--- src/rtl/fft_pkg.sv ---
// Shared definitions for the FFT sequencing control path.
//   FFT_N / LOG2N / N_PAIRS : default transform geometry (1024-point)
//   state_t, ST_*           : sequencer state encoding, also used by the bench
package fft_pkg;

   localparam int FFT_N   = 1024;
   localparam int LOG2N   = $clog2(FFT_N);
   localparam int N_PAIRS = FFT_N / 2;

   typedef logic [1:0] state_t;

   localparam logic [1:0] ST_IDLE  = 2'd0;
   localparam logic [1:0] ST_RUN   = 2'd1;
   localparam logic [1:0] ST_DRAIN = 2'd2;
   localparam logic [1:0] ST_DONE  = 2'd3;

endpackage

--- src/rtl/fft_valid_delay.sv ---
// Fixed-depth delay line for valid/tag bits, used to align control with the
// butterfly datapath latency.
//   clk, rst_n : clock, asynchronous active-low reset
//   i_flush    : synchronous clear of every stage
//   i_d        : WIDTH-bit input, o_q : the same bits DEPTH cycles later
module fft_valid_delay #(
   parameter int WIDTH = 2,
   parameter int DEPTH = 4
) (
   input  logic             clk,
   input  logic             rst_n,
   input  logic             i_flush,
   input  logic [WIDTH-1:0] i_d,
   output logic [WIDTH-1:0] o_q
);

   logic [DEPTH-1:0][WIDTH-1:0] r_pipe;

   always_ff @(posedge clk or negedge rst_n) begin
      if (!rst_n) begin
         r_pipe <= '0;
      end else if (i_flush) begin
         r_pipe <= '0;
      end else begin
         r_pipe[0] <= i_d;
         for (int k = 1; k < DEPTH; k++) begin
            r_pipe[k] <= r_pipe[k-1];
         end
      end
   end

   assign o_q = r_pipe[DEPTH-1];

endmodule

--- src/rtl/fft_sequencer.sv ---
// Stage/pair sequencer for an in-place radix-2 FFT. Issues one butterfly pair
// per clock to the AGU, then drains the butterfly pipeline before the next
// stage so no stage reads a sample its predecessor has not yet written.
//   clk, rst_n          : clock, asynchronous active-low reset
//   i_start, i_abort    : transform request (IDLE only), synchronous abort
//   o_busy, o_done      : RUN|DRAIN, one-cycle completion pulse
//   o_stage, o_pair_id  : AGU coordinates, valid when o_issue_valid
//   o_wr_valid/o_wr_last: write-back strobe and last-pair-of-stage marker
//
// state | meaning
// IDLE  | waiting for start, stage/pair held at 0
// RUN   | issuing pairs 0..N/2-1 of the current stage
// DRAIN | PIPE_LAT cycles letting the stage's last writes land
// DONE  | one-cycle completion pulse, then back to IDLE
module fft_sequencer
   import fft_pkg::*;
#(
   parameter int N        = 1024,
   parameter int PIPE_LAT = 4
) (
   input  logic                   clk,
   input  logic                   rst_n,
   input  logic                   i_start,
   input  logic                   i_abort,
   output logic                   o_busy,
   output logic                   o_done,
   output logic [$clog2(N)-1:0]   o_stage,
   output logic [$clog2(N)-2:0]   o_pair_id,
   output logic                   o_issue_valid,
   output logic                   o_wr_valid,
   output logic                   o_wr_last
);

   localparam int SW = $clog2(N);
   localparam int PW = SW - 1;
   localparam int DW = (PIPE_LAT > 1) ? $clog2(PIPE_LAT) : 1;

   localparam logic [SW-1:0] STAGE_LAST = SW'(SW - 1);
   localparam logic [PW-1:0] PAIR_LAST  = PW'(N / 2 - 1);
   localparam logic [DW-1:0] DRAIN_LOAD = DW'(PIPE_LAT - 1);

   state_t        r_state;
   logic [SW-1:0] r_stage;
   logic [PW-1:0] r_pair;
   logic [DW-1:0] r_drain;

   logic       w_issue_valid;
   logic       w_issue_last;
   logic [1:0] w_wr_tap;

   always_ff @(posedge clk or negedge rst_n) begin
      if (!rst_n) begin
         r_state <= ST_IDLE;
         r_stage <= '0;
         r_pair  <= '0;
         r_drain <= '0;
      end else if (i_abort) begin
         r_state <= ST_IDLE;
         r_stage <= '0;
         r_pair  <= '0;
         r_drain <= '0;
      end else begin
         case (r_state)
            ST_IDLE: begin
               if (i_start) begin
                  r_state <= ST_RUN;
                  r_stage <= '0;
                  r_pair  <= '0;
               end
            end
            ST_RUN: begin
               if (r_pair == PAIR_LAST) begin
                  r_state <= ST_DRAIN;
                  r_drain <= DRAIN_LOAD;
               end else begin
                  r_pair <= r_pair + 1'b1;
               end
            end
            ST_DRAIN: begin
               if (r_drain == '0) begin
                  if (r_stage == STAGE_LAST) begin
                     r_state <= ST_DONE;
                  end else begin
                     r_state <= ST_RUN;
                     r_stage <= r_stage + 1'b1;
                     r_pair  <= '0;
                  end
               end else begin
                  r_drain <= r_drain - 1'b1;
               end
            end
            ST_DONE: begin
               r_state <= ST_IDLE;
               r_stage <= '0;
               r_pair  <= '0;
            end
            default: begin
               r_state <= ST_IDLE;
            end
         endcase
      end
   end

   assign w_issue_valid = (r_state == ST_RUN);
   assign w_issue_last  = w_issue_valid && (r_pair == PAIR_LAST);

   // Abort flushes in-flight write strobes so nothing lands after IDLE.
   fft_valid_delay #(
      .WIDTH (2),
      .DEPTH (PIPE_LAT)
   ) u_valid_delay (
      .clk     (clk),
      .rst_n   (rst_n),
      .i_flush (i_abort),
      .i_d     ({w_issue_valid, w_issue_last}),
      .o_q     (w_wr_tap)
   );

   assign o_busy        = (r_state == ST_RUN) || (r_state == ST_DRAIN);
   assign o_done        = (r_state == ST_DONE);
   assign o_issue_valid = w_issue_valid;
   assign o_stage       = r_stage;
   assign o_pair_id     = r_pair;
   assign o_wr_valid    = w_wr_tap[1];
   assign o_wr_last     = w_wr_tap[0];

endmodule

--- config.mk ---
export PLATFORM = sky130hd
export DESIGN_NAME = fft_sequencer
export DESIGN_NICKNAME = d
export VERILOG_FILES = /design/src/rtl/fft_pkg.sv /design/src/rtl/fft_valid_delay.sv /design/src/rtl/fft_sequencer.sv
export SDC_FILE = /design/constraint.sdc
export NUM_CORES = 1
export LEC_CHECK = 0
export BUFFER_PORTS_ARGS = -buffer_cell sky130_fd_sc_hd__buf_2
export CAP_MARGIN = 30
export CELL_PAD_IN_SITES_DETAIL_PLACEMENT = 0
export CELL_PAD_IN_SITES_GLOBAL_PLACEMENT = 1
export CORE_MARGIN = 10
export CORE_UTILIZATION = 45
export CTS_BUF_LIST = sky130_fd_sc_hd__clkbuf_4
export CTS_CLUSTER_SIZE = 40
export DETAILED_ROUTE_END_ITERATION = 10
export GPL_TIMING_DRIVEN = 0
export PLACE_DENSITY = 0.86
export SYNTH_ARGS = -nofsm -noshare
export SYNTH_HDL_FRONTEND = slang
export SYNTH_SLANG_ARGS = --single-unit
--- constraint.sdc ---
create_clock -name clk -period 3.21 [get_ports clk]
set_input_delay 0.642 -clock clk [delete_from_list [all_inputs] [get_ports clk]]
set_output_delay 0.642 -clock clk [all_outputs]
set_load 0.01 [all_outputs]
==> results of run 1 <==
[logic make-up after synthesis]
| family | count (synthesis) | synth area share, % |
|---|---|---|
| DFF | 31 | 43.5 |
| and+or+nand+nor | 72 | 24.8 |
| AOI/OAI and AO/OA | 46 | 18.7 |
| xor gates and xnor gates | 1 | 0.491 |
| adders and majority gates | 9 | 6.31 |
| muxes | 2 | 1.12 |
| buffers and inverters | 21 | 5.05 |
[path summary, 6_finish.rpt]
| kind | start | end | slack [ns] | cells after the start |
|---|---|---|---|---|
| setup / recovery | o_pair_id[0]$_DFFE_PN0P_ | o_pair_id[7]$_DFFE_PN0P_ | 0.67 | 8 |
| hold / removal | rst_n | o_pair_id[1]$_DFFE_PN0P_ | 0.35 | 1 |
| setup reg to reg | o_pair_id[0]$_DFFE_PN0P_ | o_pair_id[7]$_DFFE_PN0P_ | 0.67 | 8 |
| hold reg to reg | u_valid_delay.r_pipe[3]$_DFF_PN0_ | u_valid_delay.r_pipe[5]$_DFF_PN0_ | 0.47 | 1 |
| max in group asynchronous | rst_n | o_stage[4]$_DFFE_PN0P_ | 2.40 | 1 |
| min in group clk | u_valid_delay.r_pipe[3]$_DFF_PN0_ | u_valid_delay.r_pipe[5]$_DFF_PN0_ | 0.47 | 1 |
[flip-flops by register name (all words and copies together) (netlist names)]
| signal | cells |
|---|---|
| o_pair_id | 9 |
| r_drain | 2 |
| u_valid_delay.r_pipe | 6 |
| u_valid_delay.o_q | 2 |
| r_state | 2 |
| o_stage | 10 |
[layout make-up]
cell class	instances	area, um^2
sequential	31	776
multi-input combinational	130	918
fill	358	1710
clock buffer	6	45.0
inverter	13	48.8
clock inverter	2	7.51
tap	48	60.1
timing repair buffer	27	135
buffer	8	41.3
[worst max-delay path: stages, from the launching register on]
cell and delay (ns):
dfrtp_1 0.46, ha_1 0.28, and3_1 0.18, and3_1 0.18, ha_1 0.17, clkbuf_1 0.23
or4_4 0.62, o31ai_2 0.21, o31a_1 0.17
[cell usage after synthesis (2+ instances only)]
cell      instances  area (um^2)
mux2i_1           2         20.0
nand2_1          13         48.8
ha_1              9          113
o21ai_0           5         25.0
a31oi_1           8         50.1
dfrtp_1          31          776
o22a_1            2         17.5
nand2b_1          2         12.5
nor2b_1           8         50.1
nand4b_1          3         26.3
nor3_1            5         25.0
and2_1            2         12.5
and3_1            6         37.5
nand3b_1          2         15.0
nor2_1           10         37.5
a32o_1            4         40.0
o21ai_1           4         20.0
o31ai_2           2         25.0
a21oi_1           9         45.0
clkbuf_1          3         11.3
nand3_1           9         45.0
buf_2             3         15.0
inv_1            12         45.0
o31a_1            2         17.5
[power groups by stage]
stage / Combinational [mW] / Clock (mW) / Sequential [mW]
6_report: 0.372 / 0.219 / 0.461
3_3_place_gp: 0.357 / 0 / 0.463
2_1_floorplan: 0.274 / 0 / 0.463
3_5_place_dp: 0.374 / 0 / 0.467
5_1_grt: 0.415 / 0.242 / 0.466
4_1_cts: 0.376 / 0.229 / 0.460
[placed cells by master (no fill, tap or decap), types with 4 or more instances in the layout]
| cell | n |
|---|---|
| a21oi_1 | 9 |
| a31oi_1 | 8 |
| a32o_1 | 4 |
| and3_1 | 6 |
| buf_2 | 30 |
| clkbuf_4 | 6 |
| dfrtp_1 | 31 |
| ha_1 | 9 |
| inv_1 | 12 |
| nand2_1 | 13 |
| nand3_1 | 9 |
| nor2_1 | 10 |
| nor2b_1 | 8 |
| nor3_1 | 5 |
| o21ai_0 | 5 |
| o21ai_1 | 4 |
[per-stage QoR]
stage          setup slack (ns)  hold slack [ns]
6_report                  0.666            0.348
5_1_grt                   0.541            0.389
4_1_cts                   0.690            0.355
3_5_place_dp              0.714            0.455
3_3_place_gp              0.790            0.445
2_1_floorplan             0.929            0.346
[routing by layer]
| metal | vias to the layer above | wire length, um | global-route usage, % |
|---|---|---|---|
| met5 | - | 0 | 0 |
| li1 | 734 | - | - |
| met1 | 742 | 1790 | 12.9 |
| met4 | 0 | 41 | 4.77 |
| met3 | 4 | 253 | 5.18 |
| met2 | 34 | 2140 | 20.9 |
==> key figures, run 1 <==
Outcome
  – Status: complete, no violations

Final layout
  – Finished Layout Cells: 265
  – Post-layout util: 54.3%
  – Diodes inserted: 0
  – # nets final: 229
  – Share of cells above drive strength 1: 23.5%
  – Post-route design area: 2030 um^2
  – Area delta synth->final: 13.9%

Critical path
  – Crit path kind: flip-flop to flip-flop
  – CP arrival: 2.83 ns
  – Setup crit start kind: flip-flop
  – CP required: 3.49 ns
  – Worst Setup End Kind: flip-flop
  – Critical-path maximum fanout: 10

STA
  – Setup TNS: 0 ns
  – Period utilization: 79.2%
  – Slew Viols, Final: 0
  – RSZ-0062 raised after global routing: no
  – Slew margin rel.: 52.7%
  – Final Hold Violating Endpoints: 0
  – Post-route clock skew: 0.0132 ns
  – Worst slew pin tran: 0.710 ns
  – Max Clock Freq: 0.393 GHz
  – Crit path time final: 2.54 ns
  – Endpoints failing setup: 0

Clock network
  – PostCTS Resize Cnt: 0
  – Clock buffer depth: 2
  – # hold bufs at CTS: 0
  – TritonCTS Buffers: 5
  – CTS tree: yes
  – Setup Fix Bufs, Post-CTS: 0
  – CTS H-tree depth: 2
  – Worst-skew pair later-pin latency: 0.34 ns
  – Clock root buffer: clkbuf_4
  – Clk sinks: 31
  – Clock Pin Slew Worst Setup and Hold Paths: 0.10 ns

Power and ir drop
  – Cell area power density: 518 nW/um^2
  – Sw frac: 37.5%
  – Maximum vdd ir drop: 0.298 mV
  – Logic pwr share: 35.4%
  – P_leak: 0.990 nW
  – Clock Power Share: 20.8%
  – Psw: 0.394 mW
  – Total Power: 1.05 mW
  – Sequential power share: 43.8%
  – Pint: 0.658 mW

Synth
  – Cell Area, Synth: 1780 um^2
  – #FFs+latches synth: 31
  – Netlist cell types: 50
  – Syn Area/Cell: 9.80 um^2
  – Synth warn: 0
  – Post-synth EDFFs: 0
  – Sequential area share after synthesis: 43.5%
  – Cells after synthesis: 182
  – Mapped Nets: 195
  – Fraction of registers with async set or reset after synthesis: 100%
  – Main synth FF type: dfrtp_1

Die
  – Die Y: 83.0 um
  – Initial Util: 47.7%
  – Die width: 83.0 um
  – Die ar.: 6880 um^2
  – Row count: 22
  – Core area: 3740 um^2
  – I/O Pins: 28

Drt
  – Initial drt markers: 90
  – ANT nets after route: 0
  – DR vias: 1,514
  – Wire per inst: 15.9 um
  – Routed WL: 4.23 mm
  – Vias/cell: 5.71
  – DRT Pass-1 Iters: 4
  – DR DRC count: 0

Min path
  – Hold crit path type: input port to async pin

Place
  – Dpl cell area: 1980 um^2
  – Placed Cells: 257
  – Placer's final routability congestion estimate: 0.821
  – Post-DP HPWL: 3.12 mm
  – IO Port Bufs: 27

Global route
  – Pin count of the biggest net entering global routing: 32
  – Grt ovf: 0
  – First-pass GRT wire length: 7.14 mm
  – Vias in the first global route: 1,580
  – All-Layer GR Usage: 12.2%
  – Initial antenna violation count: 0

Flow run
  – Max_cap viols: 0
(Power assumes the default switching activity.)
==> run 2, diff against run 1 <==
--- a/config.mk
+++ b/config.mk
@@ -10,12 +10,12 @@
 export CELL_PAD_IN_SITES_DETAIL_PLACEMENT = 0
 export CELL_PAD_IN_SITES_GLOBAL_PLACEMENT = 1
 export CORE_MARGIN = 10
-export CORE_UTILIZATION = 45
+export CORE_UTILIZATION = 41
 export CTS_BUF_LIST = sky130_fd_sc_hd__clkbuf_4
 export CTS_CLUSTER_SIZE = 40
 export DETAILED_ROUTE_END_ITERATION = 10
 export GPL_TIMING_DRIVEN = 0
-export PLACE_DENSITY = 0.86
+export PLACE_DENSITY = 0.82
 export SYNTH_ARGS = -nofsm -noshare
 export SYNTH_HDL_FRONTEND = slang
 export SYNTH_SLANG_ARGS = --single-unit
==> constraint.sdc (replaced) <==
create_clock -name clk -period 2.14 [get_ports clk]
set_input_delay 0.428 -clock clk [delete_from_list [all_inputs] [get_ports clk]]
set_output_delay 0.428 -clock clk [all_outputs]
set_load 0.01 [all_outputs]
==> key figures, run 2 (synthesis results as in run 1) <==
Critical path
  – Crit path kind: flip-flop to flip-flop
  – CP required: 2.42 ns
  – Worst Setup End Kind: flip-flop
  – Cell breakdown of the critical path: ha_4 > and3_4 > and3_4 > ha_4 > or4_4 > o31ai_4 > o31a_1
  – CP max stage cell: or4_4
  – Critical-path maximum fanout: 6
  – Reg2Reg Depth: 7
  – Setup crit start kind: flip-flop
  – CP arrival: 2.33 ns
  – Max stage delay on crit path: 0.53 ns

STA
  – Max Clock Freq: 0.487 GHz
  – Slew Viols, Final: 0
  – Setup TNS: 0 ns
  – RSZ-0062 raised after global routing: no
  – Final Hold Violating Endpoints: 0
  – Slew margin rel.: 53.0%
  – Worst slew pin tran: 0.706 ns
  – Crit path time final: 2.05 ns
  – Period utilization: 95.9%
  – Endpoints failing setup: 0
  – Post-route clock skew: 0.00937 ns

Global route
  – First-pass GRT wire length: 7.14 mm
  – All-Layer GR Usage: 11.6%
  – Pin count of the biggest net entering global routing: 32
  – Vias in the first global route: 1,454
  – Grt ovf: 0
  – Initial antenna violation count: 0

Die
  – Die Y: 86.0 um
  – Die ar.: 7390 um^2
  – Core area: 4120 um^2
  – I/O Pins: 28
  – Row count: 23
  – Initial Util: 43.4%
  – Die width: 86.0 um

Clock network
  – CTS H-tree depth: 2
  – Worst-skew pair later-pin latency: 0.33 ns
  – TritonCTS Buffers: 5
  – CTS tree: yes
  – # hold bufs at CTS: 0
  – Clk sinks: 31
  – Clock Pin Slew Worst Setup and Hold Paths: 0.11 ns
  – Clock buffer depth: 2
  – Clock root buffer: clkbuf_4

Drt
  – DR DRC count: 0
  – Wire per inst: 15.4 um
  – Initial drt markers: 83
  – DRT Pass-1 Iters: 4
  – ANT nets after route: 0
  – DR vias: 1,512
  – Vias/cell: 5.54
  – Routed WL: 4.21 mm

Power and ir drop
  – Maximum vdd ir drop: 0.332 mV
  – Total Power: 1.74 mW
  – P_leak: 1.02 nW
  – Cell area power density: 798 nW/um^2

Place
  – IO Port Bufs: 27
  – Placed Cells: 259
  – Placer's final routability congestion estimate: 0.766
  – Post-DP HPWL: 2.95 mm

Final layout
  – Area delta synth->final: 21.8%
  – Area of the multi-input gates: 983 um^2
  – # nets final: 235
  – Post-layout util: 52.8%
  – Most frequent cells in the layout: buf_2 (30), dfrtp_1 (28), nand2_1 (13)
  – Share of cells above drive strength 1: 30.9%
  – Diodes inserted: 0
  – Max reg flops: 10
  – FILL cells: 390
  – Commonest non-fill, non-tap cell in the layout: buf_2
  – Finished Layout Cells: 273
  – Reg area: 779 um^2

Outcome
  – Status: complete, no violations

Flow run
  – Max_cap viols: 0

Min path
  – Hold crit path type: input port to async pin
-- run 2: changes by cell type in the layout (fill, tap and decap cells not counted), moves of 2 or more --
cell	before	now
buf_4	0	6
and3_1	6	3
and3_4	0	3
dfrtp_1	31	28
dfrtp_2	0	3
ha_1	9	6
ha_4	0	2
-- run 2: per-layer routing --
layer / global-route usage [%] / wire (um) / share of wire [%] / up-vias
li1: - / - / - / 742
met1: 15.1 / 2010 / 48 / 726
met2: 17.7 / 1910 / 45 / 40
met3: 4.16 / 264 / 6.3 / 4
met4: 3.14 / 26 / 0.62 / 0
met5: 0 / 0 / 0 / -
-- run 2: per-stage QoR --
| stage | setup WS (ns) | hold WS [ns] | instance area, um^2 |
|---|---|---|---|
| floorplan | -0.0241 | 0.132 | 1840 |
| global placement | -0.104 | 0.443 | 2030 |
| detailed placement | -0.105 | 0.450 | 2030 |
| CTS | 0.00213 | 0.162 | 2130 |
| global route | 0.00119 | 0.186 | 2170 |
| finish | 0.0874 | 0.134 | 2170 |
-- run 2: cell type report --
type,instances,area share [%]
plain buffers,7,1.73
inverters,13,2.25
flip-flops and latches,31,35.9
clock inverters,3,1.78
repair buffers,34,8.52
multi-input cells,130,45.3
well taps,50,2.88
clock buffers,5,1.73
-- run 2: final timing paths --
| check | startpoint | to | slack (ns) |
|---|---|---|---|
| max | o_pair_id[1]$_DFFE_PN0P_ | o_pair_id[7]$_DFFE_PN0P_ | 0.09 |
| min | rst_n | r_drain[1]$_DFFE_PN0P_ | 0.13 |
| max reg2reg | o_pair_id[1]$_DFFE_PN0P_ | o_pair_id[7]$_DFFE_PN0P_ | 0.09 |
| min reg2reg | u_valid_delay.r_pipe[0]$_DFF_PN0_ | u_valid_delay.r_pipe[2]$_DFF_PN0_ | 0.47 |
| max in group asynchronous | rst_n | o_pair_id[0]$_DFFE_PN0P_ | 1.51 |
| min in group clk | u_valid_delay.r_pipe[0]$_DFF_PN0_ | u_valid_delay.r_pipe[2]$_DFF_PN0_ | 0.47 |
-- run 2: repair_timing --
| item | 4_1_cts | 5_1_grt |
|---|---|---|
| gates cloned | 0 | 0 |
| endpoints found under the setup margin | 8 | 19 |
| gates resized for setup | 1 | 5 |
| setup buffers | 4 | 3 |
| pin swaps | 2 | 2 |
-- run 2: where the power goes --
part / internal (mW) / switching [mW]
Sequential: 0.637 / 0.0514
Combinational: 0.239 / 0.355
Clock: 0.240 / 0.212
-- run 2: worst max-delay path, delay by kind of cell, from the launching register on --
family	cells	cell delay (ns)
AND/OR/NAND/NOR	3	0.89
adder cells (fa/ha/maj)	2	0.35
flip-flops	1	0.44
AO/OA/AOI/OAI	2	0.32
